$ cat src/rtl/spi_flash_pkg.sv
// Shared opcodes and state encoding for the SPI NOR flash responder.
package spi_flash_pkg;

    localparam logic [7:0] OP_READ  = 8'h03;
    localparam logic [7:0] OP_JEDEC = 8'h9F;
    localparam logic [7:0] OP_RDP   = 8'hAB;

    typedef enum logic [2:0] {
        IDLE,
        CMD,
        ADDR,
        DATA,
        ID,
        IGNORE
    } state_t;

endpackage

$ cat src/rtl/spi_sync_edge.sv
// Two-flop synchronizer with a registered previous copy for edge pulses.
module spi_sync_edge (
    input  logic clk,
    input  logic resetn,
    input  logic d,
    output logic q,
    output logic rise,
    output logic fall
);

    logic meta;
    logic prev;

    // Resetting to 0 means a CS already low at reset release is never seen as a fresh edge.
    always_ff @(posedge clk or negedge resetn) begin
        if (!resetn) begin
            meta <= 1'b0;
            q    <= 1'b0;
            prev <= 1'b0;
        end else begin
            meta <= d;
            q    <= meta;
            prev <= q;
        end
    end

    assign rise = q & ~prev;
    assign fall = ~q & prev;

endmodule

$ cat src/rtl/spi_flash_responder.sv
// SPI NOR flash device model: oversamples the link and serves READ / JEDEC ID from a byte memory.
module spi_flash_responder
    import spi_flash_pkg::*;
#(
    parameter int unsigned ADDR_W   = 16,
    parameter logic [23:0] JEDEC_ID = 24'hEF4016
) (
    input  logic              clk,
    input  logic              resetn,
    input  logic              spi_csb,
    input  logic              spi_clk,
    input  logic              spi_mosi,
    output logic              spi_miso,
    output logic              spi_miso_oe,
    output logic              mem_rd,
    output logic [ADDR_W-1:0] mem_addr,
    input  logic [7:0]        mem_rdata,
    output logic              active
);

    logic csb_s, csb_rise, csb_fall;
    logic sck_s, sck_rise, sck_fall;
    logic mosi_s, mosi_rise, mosi_fall;
    logic unused_sync;

    spi_sync_edge u_sync_csb (
        .clk    (clk),
        .resetn (resetn),
        .d      (spi_csb),
        .q      (csb_s),
        .rise   (csb_rise),
        .fall   (csb_fall)
    );

    spi_sync_edge u_sync_sck (
        .clk    (clk),
        .resetn (resetn),
        .d      (spi_clk),
        .q      (sck_s),
        .rise   (sck_rise),
        .fall   (sck_fall)
    );

    spi_sync_edge u_sync_mosi (
        .clk    (clk),
        .resetn (resetn),
        .d      (spi_mosi),
        .q      (mosi_s),
        .rise   (mosi_rise),
        .fall   (mosi_fall)
    );

    assign unused_sync = ^{csb_rise, sck_s, mosi_rise, mosi_fall};

    state_t            state;
    logic [4:0]        bit_cnt;
    logic [ADDR_W-2:0] shreg;
    logic [ADDR_W-1:0] shift_next;
    logic [7:0]        tx;
    logic [1:0]        id_cnt;
    logic              rd_d1;
    logic              byte_done;

    // Shift register contents including the bit sampled on this sck_rise.
    always_comb begin
        shift_next = {shreg, mosi_s};
    end

    assign byte_done = sck_rise && (bit_cnt[2:0] == 3'd7);
    assign active    = (state != IDLE);

    always_ff @(posedge clk or negedge resetn) begin
        if (!resetn) begin
            state       <= IDLE;
            bit_cnt     <= '0;
            shreg       <= '0;
            tx          <= '0;
            id_cnt      <= '0;
            rd_d1       <= 1'b0;
            spi_miso    <= 1'b0;
            spi_miso_oe <= 1'b0;
            mem_rd      <= 1'b0;
            mem_addr    <= '0;
        end else begin
            mem_rd <= 1'b0;
            rd_d1  <= mem_rd;
            if (csb_s) begin
                // Deselect overrides any byte completing in the same cycle.
                state       <= IDLE;
                bit_cnt     <= '0;
                id_cnt      <= '0;
                spi_miso    <= 1'b0;
                spi_miso_oe <= 1'b0;
            end else begin
                if (sck_rise) begin
                    bit_cnt <= bit_cnt + 5'd1;
                    shreg   <= shift_next[ADDR_W-2:0];
                end
                unique case (state)
                    IDLE: begin
                        if (csb_fall) begin
                            state   <= CMD;
                            bit_cnt <= '0;
                        end
                    end
                    CMD: begin
                        if (sck_rise && bit_cnt == 5'd7) begin
                            bit_cnt <= '0;
                            case (shift_next[7:0])
                                OP_READ:  state <= ADDR;
                                OP_JEDEC: begin
                                    state  <= ID;
                                    tx     <= JEDEC_ID[23:16];
                                    id_cnt <= 2'd1;
                                end
                                OP_RDP:   state <= IGNORE;
                                default:  state <= IGNORE;
                            endcase
                        end
                    end
                    ADDR: begin
                        if (sck_rise && bit_cnt == 5'd23) begin
                            bit_cnt  <= '0;
                            mem_addr <= shift_next;
                            mem_rd   <= 1'b1;
                            state    <= DATA;
                        end
                    end
                    DATA: begin
                        if (rd_d1) begin
                            tx <= mem_rdata;
                        end
                        if (byte_done) begin
                            bit_cnt  <= '0;
                            mem_addr <= mem_addr + ADDR_W'(1);
                            mem_rd   <= 1'b1;
                        end
                    end
                    ID: begin
                        if (byte_done) begin
                            bit_cnt <= '0;
                            case (id_cnt)
                                2'd1:    tx <= JEDEC_ID[15:8];
                                2'd2:    tx <= JEDEC_ID[7:0];
                                default: tx <= 8'hFF;
                            endcase
                            if (id_cnt != 2'd3) begin
                                id_cnt <= id_cnt + 2'd1;
                            end
                        end
                    end
                    IGNORE: begin
                    end
                    default: state <= IDLE;
                endcase
                if (sck_fall && (state == DATA || state == ID)) begin
                    spi_miso    <= tx[7];
                    spi_miso_oe <= 1'b1;
                    tx          <= {tx[6:0], 1'b0};
                end
            end
        end
    end

endmodule

$ cat config.mk
export PLATFORM = sky130hd
export DESIGN_NAME = spi_flash_responder
export DESIGN_NICKNAME = d
export VERILOG_FILES = /design/src/rtl/spi_flash_pkg.sv /design/src/rtl/spi_sync_edge.sv /design/src/rtl/spi_flash_responder.sv
export SDC_FILE = /design/constraint.sdc
export NUM_CORES = 1
export LEC_CHECK = 0
export ABC_CLOCK_PERIOD_IN_PS = 3300
export BUFFER_PORTS_ARGS = -buffer_cell sky130_fd_sc_hd__buf_2
export CORE_MARGIN = 4
export CORE_UTILIZATION = 40
export CTS_CLUSTER_DIAMETER = 150
export DETAILED_ROUTE_END_ITERATION = 10
export PLACE_DENSITY_LB_ADDON = 0.15
export SETUP_SLACK_MARGIN = 0.05
export SLEW_MARGIN = 0
export SYNTH_ARGS = -nofsm -noshare
export SYNTH_HDL_FRONTEND = slang
export SYNTH_HIERARCHICAL = 1
export SYNTH_SLANG_ARGS = --single-unit
$ cat constraint.sdc
create_clock -name clk -period 3.3 [get_ports clk]
set_clock_uncertainty 0.1 [all_clocks]
set_input_delay 0.66 -clock clk [delete_from_list [all_inputs] [get_ports clk]]
set_output_delay 0.66 -clock clk [all_outputs]
set_load 0.05 [all_outputs]
==> run metrics, run 1 <==
height of the die 96.0 um; Worst slew margin 46.3%; Syn Nets 322; nets 353; HP Class in2async; leakage power 1.65 nW; RSZ-0062 raised after global routing no; Worst VDD drop 0.252 mV; Mapped Cells 303; ANT cells 0; clock latency on the worst-skew pair 0.34 ns; Detail Route Antenna Nets 0; crit path cell chain nor2b_1 -> nand3_2 -> o41ai_2 -> o221ai_2 -> a21o_1 -> mux2_4; Worst Path Required 3.42 ns; cell area power density 502 nW/um^2; sequential power share 49.3%; Total GRT Usage 16.2%; Switching Share 25.2%; Die Area 9220 um^2; Clock Power Share 41.5%; dpl cells 422; Clock Sinks 61; CTS buffer count 9; share of cells above drive strength 1 26.0%; CTS H-tree depth 3; r2r setup slk 0.72 ns; Final Cell Area 3570 um^2; Die X 96.0 um; GPL Wtd Cong 0.901; CTS tree built; routed wire length 6.84 mm; Initial Utilization 41.8%; FILL cells 675; Congestion Overflow GR 0; worst path bufs/invs 0; setup ws final 0.723 ns; Post-Layout Cell Count 438; post-cts sizing count 0; slowest stage delay, CP 0.51 ns; crit end category flop; nature of the critical path startpoint flop; status completed; combinational share of power 9.2%; CTS max path bufs 2; Switch Pwr 452 uW; Mapped Avg Cell Area 10.2 um^2; hpwl dp 4.73 mm; Setup WS pre-CTS 0.769 ns; Reg clk slew, reported paths 0.07 ns; final hold violation count 0; setup TNS 0 ns; initial antenna violation count 0; max-slew violation count 0; Port Buf Inserts 32; final setup violation count 0; critical path class reg2reg; Boundary Pins 33; routed len/inst 15.6 um; Final period util 78.1%; Max Cap Viol 0; Rows 31; Top Family by Delay on Critical Path compound AO/OA/AOI/OAI gates; Yosys warning count 6; Pre-antenna DRT Iters 5; DR vias/cell 5.45; Int Power 1.34 mW; crit-path max FO 8; Syn-to-layout area delta 15.1%; core area 7410 um^2; CP arrival 2.70 ns; largest net degree at the start of global routing 36; vias in the first global route 2215; Clock Tree Root clkbuf_8; CP max stage cell nor2b_1; # DRC 0; Tmin final 2.58 ns; Peak Freq 388 MHz; # hold bufs at CTS 0; 1st-iter DRT viols 111; WHS 0.156 ns; worst-margin pin slew 0.794 ns; synthesized area 3100 um^2; first-pass GRT wire length 11.2 mm; Vias 2386; DP Area 3340 um^2; postcts setup bufs 0
[path summary, 6_finish.rpt]
| kind | endpoint | startpoint | cells after the start |
|---|---|---|---|
| max | tx[0] | u_sync_sck/q | 6 |
| min | mem_addr[15] | resetn | 1 |
| max reg2reg | tx[0] | u_sync_sck/q | 6 |
| min reg2reg | u_sync_mosi/q | u_sync_mosi/meta | 0 |
| max in group asynchronous | state[2] | resetn | 2 |
| min in group clk | u_sync_mosi/q | u_sync_mosi/meta | 0 |
[per-layer routing]
metal	vias up	global-route usage [%]	wire length, um
li1	1172	-	-
met1	1141	23.5	3300
met2	64	22.5	3020
met3	9	6.25	425
met4	0	4.38	93
met5	-	0	0
[layout make-up]
class                   count  area [um^2]  area share, %
repair buffers             38          205           5.75
inverters                   8         30.0          0.842
clock buffers              10          138           3.86
multi-input cells         216         1460           40.9
well taps                  99          124           3.47
flip-flops and latches     61         1530           42.8
clock inverters             6         86.3           2.42
[stage by stage]
stage	utilization [%]	power, mW
after detailed placement	45.1	1.06
after floorplan	-	0.990
after global placement	45.1	1.06
after CTS	48.2	1.82
final	48.2	1.79
after global routing	48.2	1.88
[placed cells by master, fill, tap and decap left out, types with 2 or more instances in the layout]
| cell type | instances |
|---|---|
| xor2_1 | 3 |
| a31o_2 | 3 |
| nand4_1 | 4 |
| nand3_1 | 9 |
| a22o_1 | 2 |
| o22a_1 | 3 |
| and2b_2 | 3 |
| buf_2 | 32 |
| nor3_1 | 12 |
| o32ai_1 | 3 |
| o21ai_0 | 14 |
| dfrtp_1 | 61 |
| and3_1 | 5 |
| and4_1 | 2 |
| mux2i_1 | 3 |
| nand2_1 | 22 |
| inv_1 | 8 |
| bufinv_16 | 2 |
| buf_4 | 6 |
| nor3b_1 | 2 |
| clkbuf_8 | 10 |
| nor2b_1 | 2 |
| nand2b_1 | 2 |
| o22ai_1 | 5 |
| o21bai_1 | 2 |
| mux2_2 | 15 |
| ha_1 | 6 |
| a221o_1 | 2 |
| mux2_4 | 5 |
| nor2_1 | 24 |
| a21oi_1 | 31 |
| clkinv_2 | 2 |
| o2bb2ai_1 | 2 |
| a22oi_1 | 3 |
[power groups by stage]
stage                     Clock [mW]  Sequential (mW)  Combinational (mW)
after floorplan                    0            0.861               0.129
after CTS                      0.768            0.882               0.169
final                          0.743            0.883               0.165
after global routing           0.803            0.894               0.187
after detailed placement           0            0.895               0.166
after global placement             0            0.893               0.163
[flip-flops by register name, summed over array words and instances (netlist names), 2 cells and up]
register	count
state	3
shreg	15
mem_addr	16
id_cnt	2
tx	8
bit_cnt	5
No activity file was read; power rests on OpenSTA's default activity.
==> run 2, diff against run 1 <==
--- a/config.mk
+++ b/config.mk
@@ -5,7 +5,7 @@
 export SDC_FILE = /design/constraint.sdc
 export NUM_CORES = 1
 export LEC_CHECK = 0
-export ABC_CLOCK_PERIOD_IN_PS = 3300
+export ABC_CLOCK_PERIOD_IN_PS = 2100
 export BUFFER_PORTS_ARGS = -buffer_cell sky130_fd_sc_hd__buf_2
 export CORE_MARGIN = 4
 export CORE_UTILIZATION = 40
==> constraint.sdc (replaced) <==
create_clock -name clk -period 2.1 [get_ports clk]
set_clock_uncertainty 0.1 [all_clocks]
set_input_delay 0.42 -clock clk [delete_from_list [all_inputs] [get_ports clk]]
set_output_delay 0.42 -clock clk [all_outputs]
set_load 0.05 [all_outputs]
==> run metrics, run 2 (synthesis gave the netlist of run 1 again) <==
Worst VDD drop 0.377 mV; RSZ-0062 raised after global routing yes; Reg clk slew, reported paths 0.07 ns; Clock Sinks 61; DR vias/cell 5.35; cell area power density 793 nW/um^2; r2r setup slk 0.09 ns; clock latency on the worst-skew pair 0.34 ns; height of the die 96.0 um; setup TNS 0 ns; Tmin final 2.01 ns; # DRC 0; nature of the critical path startpoint flop; Initial Utilization 41.8%; CTS max path bufs 2; Worst Path Required 2.22 ns; hpwl dp 4.85 mm; Total GRT Usage 17.0%; number of flip-flops under the largest register name 16; Peak Freq 498 MHz; Boundary Pins 33; vias in the first global route 2417; routed wire length 7.15 mm; Final period util 95.7%; share of cells above drive strength 1 35.7%; HP Class in2reg; max-slew violation count 0; Die X 96.0 um; most common cell after layout, fill and taps aside dfrtp_1; Port Buf Inserts 32; Reg with most FFs mem_addr; CTS tree built; top flop regs mem_addr x16, shreg x15, tx x8; Pre-antenna DRT Iters 4; ANT cells 0; core area 7410 um^2; crit end category flop; most frequent cells in the layout 50 x dfrtp_1, 34 x buf_4, 32 x buf_2; nets 384; overall power 3.12 mW; status completed; worst-margin pin slew 0.348 ns; largest net degree at the start of global routing 62; first-pass GRT wire length 12.0 mm; Clock Tree Root clkbuf_8; R2R cell count 6; Max Cap Viol 0; Die Area 9220 um^2; reg2reg start u_sync_sck/prev; Seq. cell area 1540 um^2; FILL cells 690; CP arrival 2.13 ns; critical path class reg2reg; GPL Wtd Cong 0.811; Vias 2510; hold endpoint u_sync_sck/meta; Rows 31; reg2reg end tx[2]; Hold Path Depth 1; CTS H-tree depth 3; Syn-to-layout area delta 26.9%; CTS buffer count 9; area occupied by multi-input gates 1510 um^2; Worst slew margin 76.8%; Detail Route Antenna Nets 0; final hold violation count 0; 1st-iter DRT viols 113; final setup violation count 0; hold path start spi_clk; crit-path max FO 8; routed len/inst 15.2 um; initial antenna violation count 0; leakage power 1.83 nW; Congestion Overflow GR 0
## run 2: cell types whose count changed in the layout (fill, tap and decap cells not counted), sizes merged
cell / previous run / this run
buf: 38 / 68
bufinv: 2 / 3
clkbuf: 10 / 13
clkinv: 3 / 0
clkinvlp: 1 / 0
dlygate4sd3: 0 / 1
## run 2: through the flow
step                util (%)  hold WS, ns  instance area [um^2]  cells  worst slack [ns]
finish                  53.1       0.0865                  3930    469            0.0900
detailed placement      48.6        0.236                  3600    451          -0.00810
global route            53.1       0.0637                  3930    469          -0.00620
floorplan                  -       0.0244                  3110    303            0.0645
CTS                     52.8       0.0681                  3910    469            0.0673
global placement        48.6        0.235                  3600    451            0.0105
## run 2: cell type report
cell class	instances	share of cell area [%]
clock inverter	3	2.29
timing repair buffer	69	11.8
clock buffer	13	4.30
multi-input combinational	216	38.5
tap	99	3.15
sequential	61	39.2
inverter	8	0.764
## run 2: worst max path at each step
stage / cells after the start / endpoint / startpoint
finish: 6 / tx[2] / u_sync_sck/prev
global route: 6 / tx[2] / u_sync_sck/prev
CTS: 6 / tx[2] / u_sync_sck/prev
detailed placement: 5 / tx[4] / shreg[5]
global placement: 5 / tx[0] / shreg[5]
floorplan: 6 / tx[0] / state[0]
## run 2: what timing repair did
item,4_1_cts,5_1_grt
hold buffers,1,0
setup endpoints to repair,7,13
pin swaps,2,1
buffers inserted,1,0
cloned,0,0
gates resized for setup,5,3
endpoints found under the hold margin,16,0
## run 2: routing by layer
layer | vias to the layer above | track usage [%] | part of all wire (%)
met5 | - | 0 | 0
met4 | 0 | 3.91 | 0.94
met3 | 9 | 5.08 | 4.8
met2 | 44 | 25.2 | 45
met1 | 1222 | 24.2 | 49
li1 | 1235 | - | -
## run 2: critical path: stages, from the launching register on
cell and delay (ns):
dfrtp_1 0.39, nor2b_2 0.16, nand3_2 0.13, o41ai_4 0.36
o221ai_2 0.17, a21o_4 0.28, a221o_1 0.30
## run 2: report_power, final
| part | internal, mW | switching, mW |
|---|---|---|
| combinational | 0.236 | 0.204 |
| sequential | 1.27 | 0.0624 |
| clock | 0.887 | 0.458 |
==> run 3, diff against run 2 <==
--- a/config.mk
+++ b/config.mk
@@ -7,7 +7,7 @@
 export LEC_CHECK = 0
 export ABC_CLOCK_PERIOD_IN_PS = 2100
 export BUFFER_PORTS_ARGS = -buffer_cell sky130_fd_sc_hd__buf_2
-export CORE_MARGIN = 4
+export CORE_MARGIN = 1
 export CORE_UTILIZATION = 40
 export CTS_CLUSTER_DIAMETER = 150
 export DETAILED_ROUTE_END_ITERATION = 10
==> run metrics, run 3 (synthesis gave the netlist of run 1 again) <==
worst-margin pin slew 0.354 ns; ANT cells 0; top flop regs mem_addr x16, shreg x15, tx x8; clock latency on the worst-skew pair 0.35 ns; Post-Layout Cell Count 469; DR vias/cell 5.36; most frequent cells in the layout 50 x dfrtp_1, 34 x buf_4, 31 x a21oi_1, 31 x buf_2, 24 x nor2_1; initial antenna violation count 0; r2r setup slk 0.07 ns; CP arrival 2.15 ns; number of flip-flops under the largest register name 16; Detail Route Antenna Nets 0; nature of the critical path startpoint flop; vias in the first global route 2432; crit-path max FO 8; core area 7370 um^2; leakage power 1.79 nW; reg2reg start bit_cnt[4]; height of the die 90.0 um; routed wire length 7.16 mm; cell area power density 743 nW/um^2; final setup violation count 0; FILL cells 687; Worst VDD drop 0.285 mV; CTS buffer count 9; reg2reg end tx[4]; nets 384; max-slew violation count 0; Reg with most FFs mem_addr; Peak Freq 493 MHz; Clock Sinks 61; DP Area 3590 um^2; dpl cells 448; Congestion Overflow GR 0; Port Buf Inserts 32; status completed; CTS H-tree depth 3; Pre-antenna DRT Iters 4; share of cells above drive strength 1 35.9%; Setup WS pre-CTS -0.0489 ns; Vias 2512; # DRC 0; largest net degree at the start of global routing 62; routed len/inst 15.3 um; Worst Path Required 2.22 ns; Tmin final 2.03 ns; overall power 2.89 mW; setup ws final 0.0734 ns; crit end category flop; hold path start spi_csb; first-pass GRT wire length 12.1 mm; 1st-iter DRT viols 169; Clock Tree Root clkbuf_8; HP Class in2reg; hpwl dp 4.88 mm; Total GRT Usage 18.9%; Reg clk slew, reported paths 0.07 ns; Worst slew margin 75.8%; R2R cell count 5; Syn-to-layout area delta 25.5%; Initial Utilization 42.1%; hold endpoint u_sync_csb/meta; Final Cell Area 3890 um^2; CTS max path bufs 2; most common cell after layout, fill and taps aside dfrtp_1; Boundary Pins 33; CTS tree built; Final period util 96.5%; RSZ-0062 raised after global routing yes; Die Area 8100 um^2; Die X 90.0 um; GPL Wtd Cong 0.825; Max Cap Viol 0; Rows 31; final hold violation count 0; Hold Path Depth 1; critical path class reg2reg
-- run 3: cell types whose count changed in the layout (fill, tap and decap cells not counted), sizes merged --
cell | previous run | this run
bufinv | 3 | 1
clkinv | 0 | 1
clkinvlp | 0 | 1
-- run 3: how the worst max path moves through the flow --
stage                from    end  slack (ns)
2_1_floorplan    state[0]  tx[0]        0.06
3_3_place_gp     shreg[5]  tx[0]        0.03
3_5_place_dp     shreg[5]  tx[4]       -0.05
4_1_cts        bit_cnt[3]  tx[4]        0.06
5_1_grt          shreg[4]  tx[1]       0.003
6_report       bit_cnt[4]  tx[4]        0.07
-- run 3: worst max-delay path, cell delays in order (launching register included) --
cell	delay, ns
dfrtp_1	0.40
or2_1	0.27
o41ai_4	0.35
o221ai_2	0.18
a21o_4	0.30
mux2_4	0.31
-- run 3: layout make-up --
cell class	instances	area, um^2	share of cell area, %
Clock inverter	3	42.5	1.09
Sequential cell	61	1540	39.6
Multi-Input combinational cell	216	1500	38.6
Timing Repair Buffer	69	480	12.4
Clock buffer	13	169	4.34
Tap cell	99	124	3.19
Inverter	8	30.0	0.772
-- run 3: through the flow --
step / TNS, ns / hold WS, ns / utilization [%]
finish: 0 / 0.0810 / 52.8
floorplan: 0 / 0.0244 / -
global route: 0 / 0.0660 / 52.8
global placement: 0 / 0.234 / 48.7
detailed placement: -0.249 / 0.235 / 48.7
CTS: 0 / 0.0693 / 52.2
-- run 3: per-layer routing --
layer / wire length [um] / vias up / part of all wire, % / track usage (%)
li1: - / 1233 / - / -
met1: 3580 / 1219 / 50 / 26.7
met2: 3210 / 50 / 45 / 28.1
met3: 236 / 10 / 3.3 / 3.81
met4: 126 / 0 / 1.8 / 8.06
met5: 0 / - / 0 / 0
-- run 3: report_power, final --
part	internal, mW	switching, mW	total (mW)
sequential	1.27	0.0639	1.33
clock	0.644	0.468	1.11
combinational	0.246	0.198	0.445
total	2.16	0.731	2.89
-- run 3: timing repair --
action | in CTS | in global routing
hold buffers | 1 | 0
hold endpoints to repair | 8 | 0
gates resized for setup | 4 | 8
pin swaps | 2 | 3
setup buffers | 3 | 1
endpoints found under the setup margin | 7 | 11
